===== src/rtl/iir_pkg.sv =====
// Shared types, constants and the round/saturate helper for the biquad cascade.
package iir_pkg;

  localparam int NTAP     = 5;
  localparam int CYC_SECT = 6;

  typedef enum logic [1:0] {
    ST_IDLE = 2'd0,
    ST_MAC  = 2'd1,
    ST_WB   = 2'd2,
    ST_DONE = 2'd3
  } state_e;

  typedef enum logic [2:0] {
    CS_B0 = 3'd0,
    CS_B1 = 3'd1,
    CS_B2 = 3'd2,
    CS_A1 = 3'd3,
    CS_A2 = 3'd4
  } coef_sel_e;

  typedef struct packed {
    logic               sat;
    logic signed [63:0] val;
  } sr_t;

  // Round half up, arithmetic shift, clamp to a signed data_w range.
  function automatic sr_t sat_round(input logic signed [63:0] acc,
                                    input int frac_w, input int data_w);
    logic signed [63:0] r, hi, lo;
    sr_t o;
    r     = (acc + (64'sd1 <<< (frac_w - 1))) >>> frac_w;
    hi    = (64'sd1 <<< (data_w - 1)) - 64'sd1;
    lo    = -(64'sd1 <<< (data_w - 1));
    o.sat = (r > hi) || (r < lo);
    o.val = (r > hi) ? hi : ((r < lo) ? lo : r);
    return o;
  endfunction

endpackage


===== src/rtl/iir_biquad_cascade_mac.sv =====
// Shared multiply-accumulate: load/accumulate/subtract, rounded and saturated view.
module iir_mac
  import iir_pkg::*;
#(
  parameter int DATA_W = 16,
  parameter int COEF_W = 18,
  parameter int FRAC_W = 16,
  parameter int ACC_W  = 40
) (
  input  logic                     clk,
  input  logic                     i_rst_n,
  input  logic                     i_en,
  input  logic                     i_ld,
  input  logic                     i_sub,
  input  logic signed [DATA_W-1:0] i_a,
  input  logic signed [COEF_W-1:0] i_b,
  output logic signed [DATA_W-1:0] o_y,
  output logic                     o_sat
);

  logic signed [DATA_W+COEF_W-1:0] prod;
  logic signed [ACC_W-1:0]         prod_x, acc;
  sr_t                             r;

  assign prod   = i_a * i_b;
  assign prod_x = ACC_W'(prod);

  always_ff @(posedge clk or negedge i_rst_n) begin
    if (!i_rst_n)  acc <= '0;
    else if (i_en) begin
      if (i_ld) acc <= i_sub ? -prod_x : prod_x;
      else      acc <= i_sub ? acc - prod_x : acc + prod_x;
    end
  end

  assign r     = sat_round(64'(acc), FRAC_W, DATA_W);
  assign o_y   = DATA_W'(r.val);
  assign o_sat = r.sat;

endmodule


===== src/rtl/iir_biquad_cascade.sv =====
// Time-multiplexed DF-I biquad cascade over N_CH channels sharing one MAC.
module iir_biquad_cascade
  import iir_pkg::*;
#(
  parameter int DATA_W = 16,
  parameter int COEF_W = 18,
  parameter int FRAC_W = 16,
  parameter int N_SECT = 4,
  parameter int N_CH   = 2,
  parameter int ACC_W  = 40
) (
  input  logic                       clk,
  input  logic                       i_rst_n,
  input  logic                       i_valid,
  input  logic                       i_start,
  input  logic [N_CH*DATA_W-1:0]     i_x,
  input  logic                       i_coef_we,
  input  logic [$clog2(N_SECT)-1:0]  i_coef_sect,
  input  logic [2:0]                 i_coef_sel,
  input  logic [COEF_W-1:0]          i_coef_data,
  output logic [N_CH*DATA_W-1:0]     o_y,
  output logic                       o_done,
  output logic                       o_busy,
  output logic                       o_sat,
  output logic                       o_overrun
);

  localparam int SW = (N_SECT > 1) ? $clog2(N_SECT) : 1;
  localparam int CW = (N_CH > 1) ? $clog2(N_CH) : 1;
  localparam logic signed [COEF_W-1:0] ONE = COEF_W'(1 << FRAC_W);

  state_e                           state;
  logic [2:0]                       tap;
  logic [SW-1:0]                    sect;
  logic [CW-1:0]                    ch;
  logic signed [DATA_W-1:0]         cur_x;
  logic [N_CH-1:0][DATA_W-1:0]      x_lat, y_buf;
  logic                             sat_fr, accept;
  logic signed [COEF_W-1:0]         coef_sh [N_SECT][NTAP];
  logic signed [COEF_W-1:0]         coef_sh_nxt [N_SECT][NTAP];
  logic signed [COEF_W-1:0]         coef_act [N_SECT][NTAP];
  logic signed [DATA_W-1:0]         hx1 [N_CH][N_SECT], hx2 [N_CH][N_SECT];
  logic signed [DATA_W-1:0]         hy1 [N_CH][N_SECT], hy2 [N_CH][N_SECT];
  logic signed [DATA_W-1:0]         mac_a, mac_y;
  logic signed [COEF_W-1:0]         mac_b;
  logic                             mac_sub, mac_sat;

  assign accept = i_valid && i_start && (state == ST_IDLE);
  assign o_busy = (state != ST_IDLE);

  // A write landing in the same cycle as an accepted start joins the copy.
  always_comb begin
    coef_sh_nxt = coef_sh;
    if (i_coef_we && i_coef_sel < 3'd5 && int'(i_coef_sect) < N_SECT)
      coef_sh_nxt[i_coef_sect][i_coef_sel] = i_coef_data;
  end

  always_ff @(posedge clk or negedge i_rst_n) begin
    if (!i_rst_n) begin
      for (int s = 0; s < N_SECT; s++)
        for (int t = 0; t < NTAP; t++) begin
          coef_sh[s][t]  <= (t == 0) ? ONE : '0;
          coef_act[s][t] <= (t == 0) ? ONE : '0;
        end
    end else begin
      coef_sh <= coef_sh_nxt;
      if (accept) coef_act <= coef_sh_nxt;
    end
  end

  always_comb begin
    mac_a   = cur_x;
    mac_b   = coef_act[sect][CS_B0];
    mac_sub = 1'b0;
    case (tap)
      CS_B1: begin mac_a = hx1[ch][sect]; mac_b = coef_act[sect][CS_B1]; end
      CS_B2: begin mac_a = hx2[ch][sect]; mac_b = coef_act[sect][CS_B2]; end
      CS_A1: begin mac_a = hy1[ch][sect]; mac_b = coef_act[sect][CS_A1]; mac_sub = 1'b1; end
      CS_A2: begin mac_a = hy2[ch][sect]; mac_b = coef_act[sect][CS_A2]; mac_sub = 1'b1; end
      default: ;
    endcase
  end

  iir_mac #(.DATA_W(DATA_W), .COEF_W(COEF_W), .FRAC_W(FRAC_W), .ACC_W(ACC_W)) u_mac (
    .clk    (clk),
    .i_rst_n(i_rst_n),
    .i_en   (i_valid && state == ST_MAC),
    .i_ld   (tap == 3'd0),
    .i_sub  (mac_sub),
    .i_a    (mac_a),
    .i_b    (mac_b),
    .o_y    (mac_y),
    .o_sat  (mac_sat)
  );

  always_ff @(posedge clk or negedge i_rst_n) begin
    if (!i_rst_n) begin
      for (int c = 0; c < N_CH; c++)
        for (int s = 0; s < N_SECT; s++) begin
          hx1[c][s] <= '0; hx2[c][s] <= '0; hy1[c][s] <= '0; hy2[c][s] <= '0;
        end
    end else if (!i_valid) begin
      for (int c = 0; c < N_CH; c++)
        for (int s = 0; s < N_SECT; s++) begin
          hx1[c][s] <= '0; hx2[c][s] <= '0; hy1[c][s] <= '0; hy2[c][s] <= '0;
        end
    end else if (state == ST_WB) begin
      hx2[ch][sect] <= hx1[ch][sect];
      hx1[ch][sect] <= cur_x;
      hy2[ch][sect] <= hy1[ch][sect];
      hy1[ch][sect] <= mac_y;
    end
  end

  always_ff @(posedge clk or negedge i_rst_n) begin
    if (!i_rst_n) begin
      state <= ST_IDLE; tap <= '0; sect <= '0; ch <= '0; cur_x <= '0;
      x_lat <= '0; y_buf <= '0; sat_fr <= 1'b0;
      o_y <= '0; o_done <= 1'b0; o_sat <= 1'b0; o_overrun <= 1'b0;
    end else begin
      o_done    <= 1'b0;
      o_overrun <= 1'b0;
      if (!i_valid) begin
        state <= ST_IDLE;
        o_y   <= '0;
        o_sat <= 1'b0;
      end else begin
        if (i_start && state != ST_IDLE) o_overrun <= 1'b1;
        case (state)
          ST_IDLE: if (i_start) begin
            state <= ST_MAC; tap <= '0; sect <= '0; ch <= '0;
            x_lat <= i_x; cur_x <= i_x[DATA_W-1:0]; sat_fr <= 1'b0;
          end
          ST_MAC: begin
            tap <= tap + 3'd1;
            if (tap == 3'(NTAP - 1)) state <= ST_WB;
          end
          ST_WB: begin
            sat_fr <= sat_fr | mac_sat;
            tap    <= '0;
            if (sect == SW'(N_SECT - 1)) begin
              y_buf[ch] <= mac_y;
              sect      <= '0;
              if (ch == CW'(N_CH - 1)) state <= ST_DONE;
              else begin
                ch    <= ch + CW'(1);
                cur_x <= x_lat[ch + CW'(1)];
                state <= ST_MAC;
              end
            end else begin
              sect  <= sect + SW'(1);
              cur_x <= mac_y;
              state <= ST_MAC;
            end
          end
          ST_DONE: begin
            o_y    <= y_buf;
            o_sat  <= sat_fr;
            o_done <= 1'b1;
            state  <= ST_IDLE;
          end
          default: state <= ST_IDLE;
        endcase
      end
    end
  end

endmodule


===== config.mk =====
export PLATFORM = sky130hd
export DESIGN_NAME = iir_biquad_cascade
export DESIGN_NICKNAME = d
export VERILOG_FILES = /design/src/rtl/iir_pkg.sv /design/src/rtl/iir_biquad_cascade_mac.sv /design/src/rtl/iir_biquad_cascade.sv
export SDC_FILE = /design/constraint.sdc
export NUM_CORES = 2
export LEC_CHECK = 0
export ABC_CLOCK_PERIOD_IN_PS = 37100
export BUFFER_PORTS_ARGS = -buffer_cell sky130_fd_sc_hd__buf_2
export CORE_MARGIN = 3
export CORE_UTILIZATION = 45
export DETAILED_ROUTE_END_ITERATION = 8
export HOLD_SLACK_MARGIN = 0.1
export PLACE_DENSITY_LB_ADDON = 0.05
export SYNTH_ARGS = -nofsm -noshare
export SYNTH_HDL_FRONTEND = slang
export SYNTH_SLANG_ARGS = --single-unit

===== constraint.sdc =====
create_clock -name clk -period 37.1 [get_ports clk]
set_input_delay 5.565 -clock clk [delete_from_list [all_inputs] [get_ports clk]]
set_output_delay 5.565 -clock clk [all_outputs]
set_load 0.02 [all_outputs]

==> results list <==
* Fmax achieved: about 0.070 GHz
- Between clock sinks in the finished design, the worst skew comes to 0.0348 ns.
* Horizontal extent of the die: just over 400 um
- The number of buffers and inverters on the critical path is 5.
* Cell accounting for the most synthesized area: sky130_fd_sc_hd__dfrtp_1
- Number of primary I/O pins: 96
* Critical path peak fanout: 52
* Number of hold-slack violations in the final timing report: 0
* Critical path data arrival time: 14.99 ns
* Maximum number of pins on one net before global-route repair: 171
- The floorplan has between 100 and 150 rows.
- The flow ran to the end, and the final reports show no timing, DRC or antenna violations.
- DIE AREA: approximately 170,000 um^2
- Clock latency on the worst-skew pair: ~0.8 ns
- Commonest non-fill, non-tap cells in the layout: 1,384 x sky130_fd_sc_hd__dfrtp_1, 753 x sky130_fd_sc_hd__mux2_2, 619 x sky130_fd_sc_hd__nand2_1, 348 x sky130_fd_sc_hd__inv_1, 339 x sky130_fd_sc_hd__nor2_1
* Shortest clock period the worst path allows after layout: about 14 ns
- Async SR Flop Fraction: 100%
- In the detailed route, the total length drawn on met3 is ~12,000 um.
- Vias: 48,500
- The worst setup path is launched from a register.
- In this run the deepest clock path goes through 3 buffers.
- First DRT Iteration DRCs: around 4,000
- Cells with a size suffix above 1 make up 24.9% of the layout.
* Total negative slack: 0 ns
* Final non-filler cell total: ~8,300
- Relative slew slack: between 10% and 20%
- In this run, CTS created clock tree buffers numbering around 160.
* Half-perimeter wire length of the detailed placement result: 136,000 um
- The min-delay analysis places its worst path in the category reg -> reg.
- Post-CTS timing repair inserted 0 buffers for setup.
- After floorplanning, the core was sized to cover 161,000 um^2.
- OpenSTA, run right after detailed placement, puts the worst setup slack at 22.86 ns.
- The clock drives ~1,400 sinks.
- Across every metal layer, demand over resource in global routing totals 26.1%.
* Met2 wire len: between 90,000 and 100,000 um
- Final setup violating endpoints: 0
- H-tree Lvls: 4
- Input and output buffers added on the ports amount to 95.
- Vias in the first global route: just over 50,000
* # hold bufs at CTS: 0
- In the routed design, unresolved DRC markers number 0.
- Clock-pin slew was measured on the worst setup and hold paths at roughly 0.06 ns.
* Post_cts resized: 0
- Routability cong.: 0.858
- Top routing layer in use: met4
- Category of cells accounting for the largest share of critical-path delay: adder cells
- Fillers: roughly 14,000
* Worst endpoint required time: approximately 38 ns
* FF/Latch Area: about 35,000 um^2
* GRT Residual Overflow: 0
- The worst setup path is of the reg -> reg kind.
- Commonest non-fill, non-tap cell in the layout: sky130_fd_sc_hd__dfrtp_1
* Pins over their slew limit: 0
* Transition time at the pin with the least slew margin: approximately 1.3 ns
- Instance count of the mapped netlist: slightly above 6,000
* Count of warnings emitted by yosys: 0
- The tree is rooted in a sky130_fd_sc_hd__clkbuf_16.
- After detailed routing, the average wire length per cell comes to between 20 and 30 um.
* Syn avg cell area: 12.0 um^2
- Endpoint kind of the worst setup timing path: register
* Sequential area share after synthesis: a little under half
* Main area contributors after synthesis: sky130_fd_sc_hd__dfrtp_1 47%, sky130_fd_sc_hd__mux2_2 12%, sky130_fd_sc_hd__fa_1 8.0%, sky130_fd_sc_hd__mux4_2 6.7%, sky130_fd_sc_hd__nand2_1 3.2%
* Maxcap violations: 0
- In this run, distinct cell masters in the synthesized netlist total 95.
- The count of nets left with antenna violations once routing finished came out at 0.
* Post-Route M1 WL: roughly 99,000 um
* Cell Count Post-Placement: ~8,100
- Area of the multi-input gates: roughly 36,000 um^2
* Synth-to-layout area growth: 10.9%
- For this design, the slowest cell found on the critical path is sky130_fd_sc_hd__xnor2_1.
- Area fraction of the dominant cell type after synthesis: a little under half
* First-pass GRT wire length: between 300,000 and 400,000 um
- Detailed-router iteration count before antenna repair: 6
- Setup repair after global routing left no endpoint under its margin.
* Netlist area before placement: 73,500 um^2
- Top flip-flop cell by instance count after synthesis: sky130_fd_sc_hd__dfrtp_1
* Number of antenna violations at the first check in global routing: 9
- After synthesis the netlist holds a flip-flop and latch count of roughly 1,400.
- TritonCTS built the clock tree.
- For this configuration, the core starts out at a cell density of a little under half.
- Slack of the critical path: around 23 ns
- At the end of the flow the core is filled with cells to 50.5%.
- Share of the cycle needed by the critical path after routing: 38.5%
* Wirelength, routed: ~220,000 um
* Nets: ~6,600
- Net count of the mapped netlist: between 6,000 and 7,000
- Largest stage delay on the critical path: between 0.9 and 1 ns
* Most frequent CP cell: sky130_fd_sc_hd__fa_1
- In the routed layout, each cell is associated on average with a via count of between 5 and 6.
- In this run, synthesis inferred 0 flip-flops with an integrated enable.
- From bottom edge to top edge, the die measures between 400 and 500 um.
==> kinds of logic (layout without fill, tap and decap cells) <==
kind of cell | count (synthesis) | in the layout | synth area share, %
multiplexers | 1049 | 1049 | 19.3
flip-flops | 1395 | 1395 | 47.5
buffers and inverters | 778 | 861 | 4.05
other | 0 | 5 | 0
adder cells (fa/ha/maj) | 428 | 428 | 10.3
AO/OA/AOI/OAI | 1045 | 1045 | 9.59
AND/OR/NAND/NOR | 1266 | 1266 | 7.55
XOR/XNOR | 140 | 140 | 1.68
==> path summary, 6_finish.rpt <==
path	start	to	slack, ns	depth (start not counted)
max	sect[0]	u_mac.acc[38]	22.81	37
min	y_buf[13]	y_buf[13]	0.47	2
max reg2reg	sect[0]	u_mac.acc[38]	22.81	37
min reg2reg	y_buf[13]	y_buf[13]	0.47	2
max in group asynchronous	i_rst_n	ch	28.42	5
min in group asynchronous	i_rst_n	coef_act[195]	4.79	1
==> tightest hold or removal path, cell delays in order (launching register included) <==
cell	delay, ns
sky130_fd_sc_hd__dfrtp_1	0.34
sky130_fd_sc_hd__nand2_1	0.05
sky130_fd_sc_hd__nand2_1	0.06
==> per-layer routing <==
metal,global-route usage (%),vias up
li1,-,21300
met1,37.4,25700
met2,41.2,1239
met3,4.72,337
met4,7.00,0
met5,0,-
==> through the flow <==
step | area (um^2) | hold slack, ns
after CTS | 81400 | 0.477
after floorplan | 73500 | 0.445
after global placement | 76400 | 0.457
after global routing | 81500 | 0.494
after detailed placement | 76400 | 0.462
final | 81500 | 0.473
==> sequential cells by signal, summed over array words and instances, names as in the netlist <==
name / flops
state: 2
o_y: 32
coef_act: 360
o_overrun: 1
o_done: 1
hy2: 128
u_mac.acc: 40
sect: 2
y_buf: 32
cur_x: 16
ch: 1
sat_fr: 1
hx1: 128
o_sat: 1
x_lat: 31
coef_sh: 360
hx2: 128
hy1: 128
tap: 3
==> synthesized netlist by cell type (all sizes together) (5+ instances only) <==
cell and n:
nor2 343, clkbuf 343, mux2i 78, or3 38
or2 15, nand2b 32, mux4 218, nand2 621
and2 16, nor3b 8, inv 350, a21boi 5
mux2 753, nor2b 26, o211ai 11, nor3 56
nor4 7, a31oi 12, a21oi 144, a211oi 42
o211a 16, nand3b 7, o21ai 378, a221o 6
nand3 34, ha 135, and3 27, o21bai 10
a22o 266, xor2 56, o31ai 17, nand4 18
a21o 33, dfstp 8, a221oi 8, o21a 15
buf 83, o22ai 33, dfrtp 1387, and4 5
xnor2 84, a22oi 19, fa 292
==> final cells by class <==
| class | count | area share, % |
|---|---|---|
| Clock buffer | 226 | 5.61 |
| Tap cell | 2160 | 3.32 |
| Inverter | 352 | 1.63 |
| Clock inverter | 44 | 0.582 |
| Multi-Input combinational cell | 3928 | 44.0 |
| Antenna cell | 5 | 0.0154 |
| Sequential cell | 1395 | 42.9 |
| Timing Repair Buffer | 239 | 2.01 |
Power is not shown: default switching activity piles up to over one toggle a cycle in this logic, so the estimate is an artifact.
